<file path="config.mk">
export PLATFORM = sky130hd
export DESIGN_NAME = mem_arbiter
export DESIGN_NICKNAME = d
export VERILOG_FILES = /design/src/rtl/mem_arbiter.sv
export SDC_FILE = /design/constraint.sdc
export NUM_CORES = 1
export LEC_CHECK = 0
export CAP_MARGIN = 10
export CORE_MARGIN = 2
export CORE_UTILIZATION = 40
export CTS_CLUSTER_SIZE = 20
export DETAILED_ROUTE_END_ITERATION = 8
export PLACE_DENSITY_LB_ADDON = 0.12
export SLEW_MARGIN = 10
export SYNTH_ARGS = -nofsm -noshare
export SYNTH_HDL_FRONTEND = slang
export SYNTH_SLANG_ARGS = --single-unit
export TNS_END_PERCENT = 5
</file>
<file path="constraint.sdc">
create_clock -name mem_arbiter_CLK -period 4.18 [get_ports mem_arbiter_CLK]
set_input_delay 0.418 -clock mem_arbiter_CLK [delete_from_list [all_inputs] [get_ports mem_arbiter_CLK]]
set_output_delay 0.418 -clock mem_arbiter_CLK [all_outputs]
set_load 0.05 [all_outputs]
</file>
<file path="src/rtl/mem_arbiter.sv">
// Shares the single-port image memory between a burst reader and a single-word writer, round-robin per transaction.
// Command issues 1 cycle after the grant edge; read data returns RD_LAT+1 cycles after issue, with no backpressure on returns.
module mem_arbiter #(
    parameter int DATA_WIDTH = 24,
    parameter int BUS_WIDTH  = 32,
    parameter int RD_LAT     = 1,
    parameter int MAX_BURST  = 9
) (
    input  logic                  mem_arbiter_CLK,
    input  logic                  mem_arbiter_RST,
    input  logic                  mem_arbiter_RREQ,
    input  logic [BUS_WIDTH-1:0]  mem_arbiter_RADDR,
    input  logic                  mem_arbiter_RLAST,
    output logic                  mem_arbiter_RGNT,
    output logic [DATA_WIDTH-1:0] mem_arbiter_RDATA,
    output logic                  mem_arbiter_RVALID,
    input  logic                  mem_arbiter_WREQ,
    input  logic [BUS_WIDTH-1:0]  mem_arbiter_WADDR,
    input  logic [DATA_WIDTH-1:0] mem_arbiter_WDATA,
    output logic                  mem_arbiter_WGNT,
    output logic [BUS_WIDTH-1:0]  mem_arbiter_MEMADDR,
    output logic [1:0]            mem_arbiter_MEMW,
    output logic [DATA_WIDTH-1:0] mem_arbiter_MEMWDATA,
    input  logic [DATA_WIDTH-1:0] mem_arbiter_MEMRDATA,
    output logic                  mem_arbiter_BUSY
);
    localparam int CW = $clog2(MAX_BURST + 1);
    localparam int DW = $clog2(RD_LAT + 1);

    localparam logic [1:0] CMD_IDLE = 2'd0;
    localparam logic [1:0] CMD_WR   = 2'd1;
    localparam logic [1:0] CMD_RD   = 2'd2;

    typedef enum logic [1:0] {S_IDLE, S_RBURST, S_WRITE, S_DRAIN} state_t;

    state_t                r_state;
    logic                  r_ptr_wr;
    logic [CW-1:0]         r_count;
    logic [DW-1:0]         r_drain;
    logic [RD_LAT-1:0]     r_vpipe;
    logic [BUS_WIDTH-1:0]  r_memaddr;
    logic [1:0]            r_memw;
    logic [DATA_WIDTH-1:0] r_memwdata;
    logic [DATA_WIDTH-1:0] r_rdata;
    logic                  r_rvalid;

    logic                  w_rgnt;
    logic                  w_wgnt;
    logic [CW-1:0]         w_count_nxt;
    logic                  w_last_word;

    // Grants are suppressed while reset is held so no transfer is lost to a reset edge.
    always_comb begin
        w_rgnt = 1'b0;
        w_wgnt = 1'b0;
        if (!mem_arbiter_RST) begin
            case (r_state)
                S_IDLE: begin
                    w_rgnt = mem_arbiter_RREQ && (!mem_arbiter_WREQ || !r_ptr_wr);
                    w_wgnt = mem_arbiter_WREQ && (!mem_arbiter_RREQ || r_ptr_wr);
                end
                S_RBURST: w_rgnt = mem_arbiter_RREQ;
                default: ;
            endcase
        end
    end

    assign w_count_nxt = (r_state == S_IDLE) ? CW'(1) : r_count + CW'(1);
    assign w_last_word = mem_arbiter_RLAST || (w_count_nxt == CW'(MAX_BURST));

    always_ff @(posedge mem_arbiter_CLK or posedge mem_arbiter_RST) begin
        if (mem_arbiter_RST) begin
            r_state    <= S_IDLE;
            r_ptr_wr   <= 1'b0;
            r_count    <= '0;
            r_drain    <= '0;
            r_vpipe    <= '0;
            r_memaddr  <= '0;
            r_memw     <= CMD_IDLE;
            r_memwdata <= '0;
            r_rdata    <= '0;
            r_rvalid   <= 1'b0;
        end else begin
            r_memw <= CMD_IDLE;

            // Valid tracker: its tap lines up with the cycle MEMRDATA holds the oldest issued read.
            r_vpipe[0] <= (r_memw == CMD_RD);
            for (int i = 1; i < RD_LAT; i++) begin
                r_vpipe[i] <= r_vpipe[i-1];
            end
            r_rvalid <= r_vpipe[RD_LAT-1];
            if (r_vpipe[RD_LAT-1]) begin
                r_rdata <= mem_arbiter_MEMRDATA;
            end

            case (r_state)
                S_IDLE, S_RBURST: begin
                    if (w_rgnt) begin
                        r_memw    <= CMD_RD;
                        r_memaddr <= mem_arbiter_RADDR;
                        r_count   <= w_count_nxt;
                        r_state   <= w_last_word ? S_DRAIN : S_RBURST;
                        r_drain   <= '0;
                    end else if (w_wgnt) begin
                        r_memw     <= CMD_WR;
                        r_memaddr  <= mem_arbiter_WADDR;
                        r_memwdata <= mem_arbiter_WDATA;
                        r_state    <= S_WRITE;
                    end
                end
                S_WRITE: begin
                    r_ptr_wr <= 1'b0;
                    r_state  <= S_IDLE;
                end
                S_DRAIN: begin
                    if (r_drain == DW'(RD_LAT)) begin
                        r_ptr_wr <= 1'b1;
                        r_count  <= '0;
                        r_drain  <= '0;
                        r_state  <= S_IDLE;
                    end else begin
                        r_drain <= r_drain + DW'(1);
                    end
                end
                default: r_state <= S_IDLE;
            endcase
        end
    end

    assign mem_arbiter_RGNT     = w_rgnt;
    assign mem_arbiter_WGNT     = w_wgnt;
    assign mem_arbiter_RDATA    = r_rdata;
    assign mem_arbiter_RVALID   = r_rvalid;
    assign mem_arbiter_MEMADDR  = r_memaddr;
    assign mem_arbiter_MEMW     = r_memw;
    assign mem_arbiter_MEMWDATA = r_memwdata;
    assign mem_arbiter_BUSY     = (r_state != S_IDLE) || (r_memw != CMD_IDLE);

endmodule

</file>
==> results by stage, run 1 <==
Status:
- The run finished with clean final reports.

Critical path:
- The endpoint identified for the worst register-to-register timing path is mem_arbiter_MEMADDR[22].
- The peak fanout along the critical path is 36.
- The critical path goes through clkdlybuf4s50_1 > inv_4 > o2111ai_4 > inv_1 > clkdlybuf4s50_1.
- The setup slack on the worst flop-to-flop path is a little over 2 ns.
- The cell seen most often among critical-path stages is clkdlybuf4s50_1.
- The worst setup path is launched from a primary input.
- At the worst endpoint, the required time is 3.76 ns.
- The kind of capture point of the worst setup path is a primary output.
- The worst register-to-register path begins at r_state[0].
- Counting cells, the worst reg-to-reg path comes to 5.
- Data arrives at the worst endpoint at 2.33 ns.
- The worst setup path is of the in -> out kind.
- The cell type of the slowest stage on the worst timing path is clkdlybuf4s50_1.
- The critical path's largest stage delay is 0.82 ns.

GRT:
- The total overflow left after global routing is 0.
- The first-pass GRT wire length is 15500 µm.
- The initial antenna violation count is 0.
- The pin count of the biggest net entering global routing is between 50 and 60.
- Global routing used 19.2% of the available tracks across all layers.
- The number of global-route vias before repair is 3185.

Logic synthesis:
- The async set-or-reset flop fraction in the synthesized netlist is 100%.
- The number of storage elements in the synthesis netlist is 92.
- The prevailing post-synth register cell is dfrtp_1.
- The largest total area in the synthesized netlist belongs to dfrtp_1.
- The net count after synthesis is approximately 450.
- Yosys mapped a number of flops with a built-in enable equal to 0.
- By area the synthesized netlist is led by dfrtp_1 59%, mux2_2 8.7%, mux2_4 7.0%.
- The area share of the leading cell type in the synthesized netlist is around three fifths.
- Sequential elements use 59.5% of the synthesized area.
- The yosys synthesis warning count is 0.
- Averaged over all synthesized cells, the footprint is 11.6 µm².
- The netlist uses 29 different library cells.
- The synthesized netlist occupies a cell area of 3870 µm².
- Synthesis handed over a netlist of 335 instances.

Layout:
- Relative to the synthesized area, the layout overhead comes to 59.4%.
- The diode insertion count for antenna repair is 0.
- At the end of the flow the core is filled with cells to 66.1%.
- The fill cell total of the finished layout is 769.
- The ratio of cells with drive above 1 in the final layout is 14.0%.
- Across the whole layout, storage elements account for roughly 2300 µm².
- At the end of the flow, the number of nets in the layout was 650.
- In the final layout, the multi-input gates occupy 1420 µm².

Route:
- The final route contains approximately 3200 vias.
- The per-cell via count in the routed design is 4.85.
- The number of nets still failing antenna checks after routing is 0.
- The routed wire length is 10200 µm.
- In this run, the number of DRC markers left after iteration 0 of detailed routing was 95.
- The pre-antenna-repair detailed-routing pass consisted of 4 iterations.
- The final routed wire length divided by cell count is 15.3 µm.
- In the routed design, unresolved DRC markers number 0.

Timing:
- Clock skew on the completed layout was measured at roughly 0.011 ns.
- At the pin with the least slew margin, the transition time is approximately 0.94 ns.
- The total count of hold-check failures in the final report came to 0.
- Setup repair after global routing left no endpoint under its margin.
- The maximum clock rate is 0.363 GHz.
- The time the final worst path needs with I/O delays and setup is around 2.8 ns.
- The number of failing setup endpoints in the final timing report is 0.
- In this run the tightest slew margin relative to its limit is around 37%.
- The share of the clock period used by the worst path is 65.8%.
- The final setup TNS is 0 ns.
- The number of max-slew violations in the final report was 0.

Min path:
- The endpoint of the worst hold-timing path is r_vpipe.
- The startpoint of the lowest-slack hold path is mem_arbiter_MEMW[0].
- The hold-critical path depth is 1.
- The class of the worst hold path is reg -> reg.

Clock network:
- The number of instances resized during post-cts repair is 0.
- The hold buffer count at cts is 0.
- The clock net sink count is 92.
- Post-CTS timing repair inserted 0 buffers for setup.
- Clock-pin slew was measured on the worst setup and hold paths at 0.08 ns.
- Buffers inserted during clock tree synthesis total 9.
- The CTS tree is built.
- The CTS root buffer is clkbuf_8.
- Counting along the longest clock path gives a buffer depth of 2.
- The clock reaches the later pin of the worst-skew pair after 0.35 ns.
- The H-tree generated during clock tree synthesis spans 3 levels.

Floorplanning:
- The vertical die dimension is roughly 100 µm.
- The initial cell density of the core is between 40% and 50%.
- The standard cell core area is 9330 µm².
- The top-level port count is 203.
- In this run the horizontal extent of the chip is just over 100 µm.
- The die footprint is 10500 µm².
- After floorplanning, the core was divided into 35 placement rows.

Place:
- Port buffering added 202 buffers.
- The congestion estimate from routability-driven global placement came to around 0.78.
- The placed wire-length estimate after detailed placement is 7480 µm.

Power and ir drop:
- Summed over all cells, the static leakage comes to 2.65 nW.
- The total power density per cell area is 862 nW/µm².
- The worst-case vdd ir drop is 0.000387 V.

Run:
- The tool flagged a number of max-cap violations equal to 0.
-- power by group --
group / total [mW] / switching (mW) / internal, mW
registers: 1.58 / 0.266 / 1.32
logic: 3.14 / 1.97 / 1.17
clock network: 0.589 / 0.302 / 0.287
-- flip-flops by register name, summed over array words and instances, names as in the netlist, 2 cells and up --
| signal | count |
|---|---|
| mem_arbiter_MEMWDATA | 24 |
| mem_arbiter_RDATA | 24 |
| mem_arbiter_MEMADDR | 32 |
| r_state | 2 |
| mem_arbiter_MEMW | 2 |
| r_count | 4 |
-- synthesized netlist by cell type, drive strengths merged (2+ instances only) --
| cell type | instances |
|---|---|
| or2 | 2 |
| clkbuf | 4 |
| nor3 | 3 |
| nor2 | 36 |
| inv | 8 |
| nand3 | 2 |
| nand2 | 70 |
| a21oi | 9 |
| nand3b | 2 |
| buf | 16 |
| mux2 | 48 |
| dfrtp | 92 |
| a31oi | 32 |
-- layout by cell type (no fill, tap or decap) --
| master | count |
|---|---|
| inv_1 | 6 |
| nor2_2 | 1 |
| nor3_1 | 3 |
| a21oi_1 | 9 |
| bufinv_16 | 1 |
| nand3_1 | 2 |
| buf_12 | 1 |
| mux2_4 | 18 |
| clkbuf_8 | 10 |
| a21boi_4 | 1 |
| a311oi_1 | 1 |
| or2_2 | 2 |
| dfrtp_1 | 92 |
| and3_1 | 1 |
| clkdlybuf4s50_1 | 201 |
| nand2b_1 | 1 |
| ha_1 | 1 |
| inv_4 | 1 |
| nor2_1 | 35 |
| nand3b_1 | 2 |
| mux2_2 | 30 |
| inv_2 | 1 |
| nand4_1 | 1 |
| xnor2_1 | 1 |
| clkinvlp_4 | 1 |
| a41oi_1 | 1 |
| nor2b_1 | 1 |
| o2111ai_4 | 1 |
| or3_1 | 1 |
| buf_4 | 4 |
| a31oi_1 | 32 |
| clkinv_2 | 3 |
| nand2_1 | 70 |
-- worst max-delay path: cells and delay by family --
kind	cells	cell delay, ns
buf+inv	4	1.72
compound gates	1	0.18
-- per-stage QoR --
stage          total power [mW]  hold WS (ns)  area (µm²)  setup WS, ns  std cells
6_report                   5.32         0.440        6170          1.43        665
2_1_floorplan              3.67         0.352        3870         0.308        335
3_3_place_gp               4.71         0.435        5980          1.37        650
4_1_cts                    5.37         0.446        6170          1.37        665
5_1_grt                    5.57         0.479        6170          1.26        665
3_5_place_dp               4.77         0.440        5980          1.37        650
-- cell families (layout without fill, tap and decap cells) --
| logic type | Yosys count | after routing | synth area share, % |
|---|---|---|---|
| muxes | 48 | 48 | 15.7 |
| adders and majority gates | 1 | 1 | 0.323 |
| buffers and inverters | 28 | 229 | 4.07 |
| and+or+nand+nor | 120 | 120 | 12.5 |
| AOI/OAI and AO/OA | 45 | 45 | 7.66 |
| DFF | 92 | 92 | 59.5 |
| xor gates and xnor gates | 1 | 1 | 0.226 |
-- how the worst max path moves through the flow --
stage | cells past startpoint | startpoint | to
2_1_floorplan | 4 | mem_arbiter_RST | mem_arbiter_WGNT
3_3_place_gp | 5 | mem_arbiter_RST | mem_arbiter_WGNT
3_5_place_dp | 5 | mem_arbiter_RST | mem_arbiter_WGNT
4_1_cts | 5 | mem_arbiter_RST | mem_arbiter_WGNT
5_1_grt | 5 | mem_arbiter_RST | mem_arbiter_WGNT
6_report | 5 | mem_arbiter_RST | mem_arbiter_WGNT
-- cell type report --
type                    count  area share (%)
clock buffers              10            2.23
clock inverters             5           0.852
inverters                   8           0.527
multi-input cells         215            23.0
flip-flops and latches     92            37.3
well taps                 129            2.62
repair buffers            206            33.4
-- layer usage --
| metal | GRT usage [%] | share of wire [%] | vias up |
|---|---|---|---|
| li1 | - | - | 1524 |
| met1 | 22.9 | 40 | 1572 |
| met2 | 34.6 | 52 | 117 |
| met3 | 3.49 | 6.2 | 14 |
| met4 | 7.18 | 1.7 | 0 |
| met5 | 0 | 0 | - |
Note: power is estimated with default switching activity, not from simulation.
==> run 2: changes to the inputs <==
Settings changed: CORE_UTILIZATION 40 to 36.
Clock period 4.18 ns to 2.27 ns, I/O delays scaled along.
==> results by stage, run 2 (synthesis gave the netlist of run 1 again) <==
Status:
- The flow ran to the end, and the final reports show no timing, DRC or antenna violations.

Clock network:
- The clock edge transition at the registers on the reported setup and hold paths is 0.10 ns.
- The number of H-tree levels is 3.
- The clock latency of the later-clocked register in the worst-skew pair is 0.35 ns.
- TritonCTS built the clock tree.
- The buffer depth of the longest clock path is 2.
- In this run the clock root is driven by a clkbuf_8.
- The hold buffer count at cts is 0.
- TritonCTS created 9 clock buffers.
- The clock net sink count is 92.
- Once the clock tree was built, the setup fixing pass inserted 0 buffers.
- Once the clock tree was built, the resizer swapped 0 gates to a different size.

Floorplanning:
- The standard cell core area is roughly 10000 µm².
- The top-level port count is 203.
- The die footprint is approximately 12000 µm².
- The floorplan step set the die width to ~110 µm.
- The vertical die dimension is ~110 µm.
- The initial cell density of the core is 37.3%.
- After floorplanning, the core was divided into 37 placement rows.

Critical path:
- Walking the worst path, the cells encountered are nor2_1 > nand3_1 > inv_2 > buf_12 > buf_12.
- The kind of capture point of the worst setup path is a primary output.
- The arrival time at the worst endpoint is 1.73 ns.
- The cell type of the slowest stage on the worst timing path is dfrtp_1.
- Data on the critical path is required at its endpoint by approximately 2.0 ns.
- Together, buffers and inverters on the worst path number 3.
- The critical path in this run is classified as reg -> out.
- By instance count, the cell type seen most on the critical path is buf_12.
- The largest single stage delay on the critical path is 0.48 ns.
- The kind of start point of the critical path is a flop.
- Grouping stages by cell kind, the critical path spends the most delay in buffers and inverters.
- The peak fanout along the critical path is 25.

Timing:
- Setup violations remaining at the end of the flow were counted as 0.
- The number of max-slew violations in the final report was 0.
- The worst hold margin is 0.431 ns.
- In this run the tightest slew margin relative to its limit is between 60% and 70%.
- For this run, the top clock speed supported by timing is just over 0.5 GHz.
- The total count of hold-check failures in the final report is 0.
- Setup repair after global routing left no endpoint under its margin.
- For the final database, setup skew stands at 0.0126 ns.
- The share of the clock period used by the worst path is a little under nine tenths.
- The time the final worst path needs with I/O delays and setup is a little under 2 ns.
- For the pin with the worst max-slew slack, the measured transition is between 0.5 and 0.6 ns.

Route:
- The number of nets still failing antenna checks after routing is 0.
- Dividing the detail-routed wire length by the instance count gives around 15 µm.
- Detailed routing placed a total of about 610 µm of wire on met3.
- The final layout contains routed wiring with a total length of approximately 10000 µm.
- For this run, design rule violations remaining after detail routing come to 0.
- Routed signal wires occupy layers up through met4.
- The per-cell via count in the routed design is about 4.7.
- The number of DRC violations after detailed-routing iteration 0 is 114.
- Summed over all nets, wire length on met2 after detailed routing comes to 5020 µm.
- The number of iterations in the first detailed-routing pass is 4.
- The length of routed wiring on met1 is 4280 µm.
- Summing over every cut layer, the via total after detailed routing is ~3200.

Power and ir drop:
- The total power density per cell area is roughly 1600 nW/µm².
- The worst-case vdd ir drop is 0.000708 V.
- The static power due to leakage is 2.67 nW.
- The power consumption is 9.73 mW.

Place:
- The placed instances occupy a cell area of about 6100 µm².
- The final weighted congestion in routability-driven placement is between 0.7 and 0.8.
- The port buffer count is between 200 and 250.
- After legalization and detailed placement, the total HPWL measured 7300 µm.

Layout:
- The ratio of cells with drive above 1 in the final layout is 15.0%.
- The number of nets in the layout is 653.
- Relative to the synthesized area, the layout overhead comes to 61.3%.
- Cells fill 60.2% of the core in the end.
- The area of all placed cells without fillers is 6240 µm².
- The library cell used most frequently in the layout, excluding fill and tap cells, is clkdlybuf4s50_1.
- The diode insertion count for antenna repair is 0.
- The library cells used most frequently in the layout, excluding fill and tap cells, are 199 x clkdlybuf4s50_1, 92 x dfrtp_1, 70 x nand2_1.
- The register with the most flip-flops in the layout has 32 of them.

GRT:
- The initial antenna violation count is 0.
- The number of global-route vias before repair is 3133.
- The first-pass GRT wire length is 15900 µm.
- Summed over all layers, the global routing overflow is 0.
- Global routing used between 10% and 20% of the available tracks across all layers.
- The pin count of the biggest net entering global routing is 93.

Min path:
- The tightest min-delay check is of the in -> reg type.

Run:
- The number of max-cap violations is 0.
run 2: power breakdown:
part	internal, mW	switching, mW
logic	2.18	3.65
registers	2.43	0.467
clock network	0.402	0.599
total	5.01	4.72
run 2: per-layer routing:
metal	GRT usage, %	vias to the layer above
li1	-	1539
met1	22.1	1509
met2	29.9	109
met3	3.75	8
met5	0	-
met4	5.04	0
run 2: through the flow:
step	setup WS, ns	setup TNS (ns)	instances
final	0.309	0	676
after global routing	0.190	0	676
after CTS	0.290	0	676
after detailed placement	0.413	0	660
after global placement	0.473	0	660
after floorplan	-0.348	-7.54	335
run 2: worst min-delay path: stages:
cell and delay, ns:
clkdlybuf4s50_1 0.40, nand2_1 0.05, a31oi_1 0.07
run 2: cell type report:
type                    instances  area, µm²
clock inverters                 7       50.0
flip-flops and latches         92       2300
inverters                       8       33.8
fillers                       897       4130
clock buffers                   9        124
well taps                     136        170
multi-input cells             215       1420
repair buffers                209       2140
run 2: path summary, 6_finish.rpt:
kind | cells past startpoint | slack (ns) | start | end
max reg2reg | 6 | 0.64 | r_state[1] | r_count[3]
min in group asynchronous | 3 | 0.45 | mem_arbiter_RST | mem_arbiter_MEMADDR[10]
min reg2reg | 1 | 0.45 | mem_arbiter_MEMW[0] | r_vpipe
min | 3 | 0.43 | mem_arbiter_RADDR[22] | mem_arbiter_MEMADDR[22]
max in group asynchronous | 3 | 1.44 | mem_arbiter_RST | mem_arbiter_MEMADDR[20]
max | 5 | 0.31 | r_state[1] | mem_arbiter_RGNT
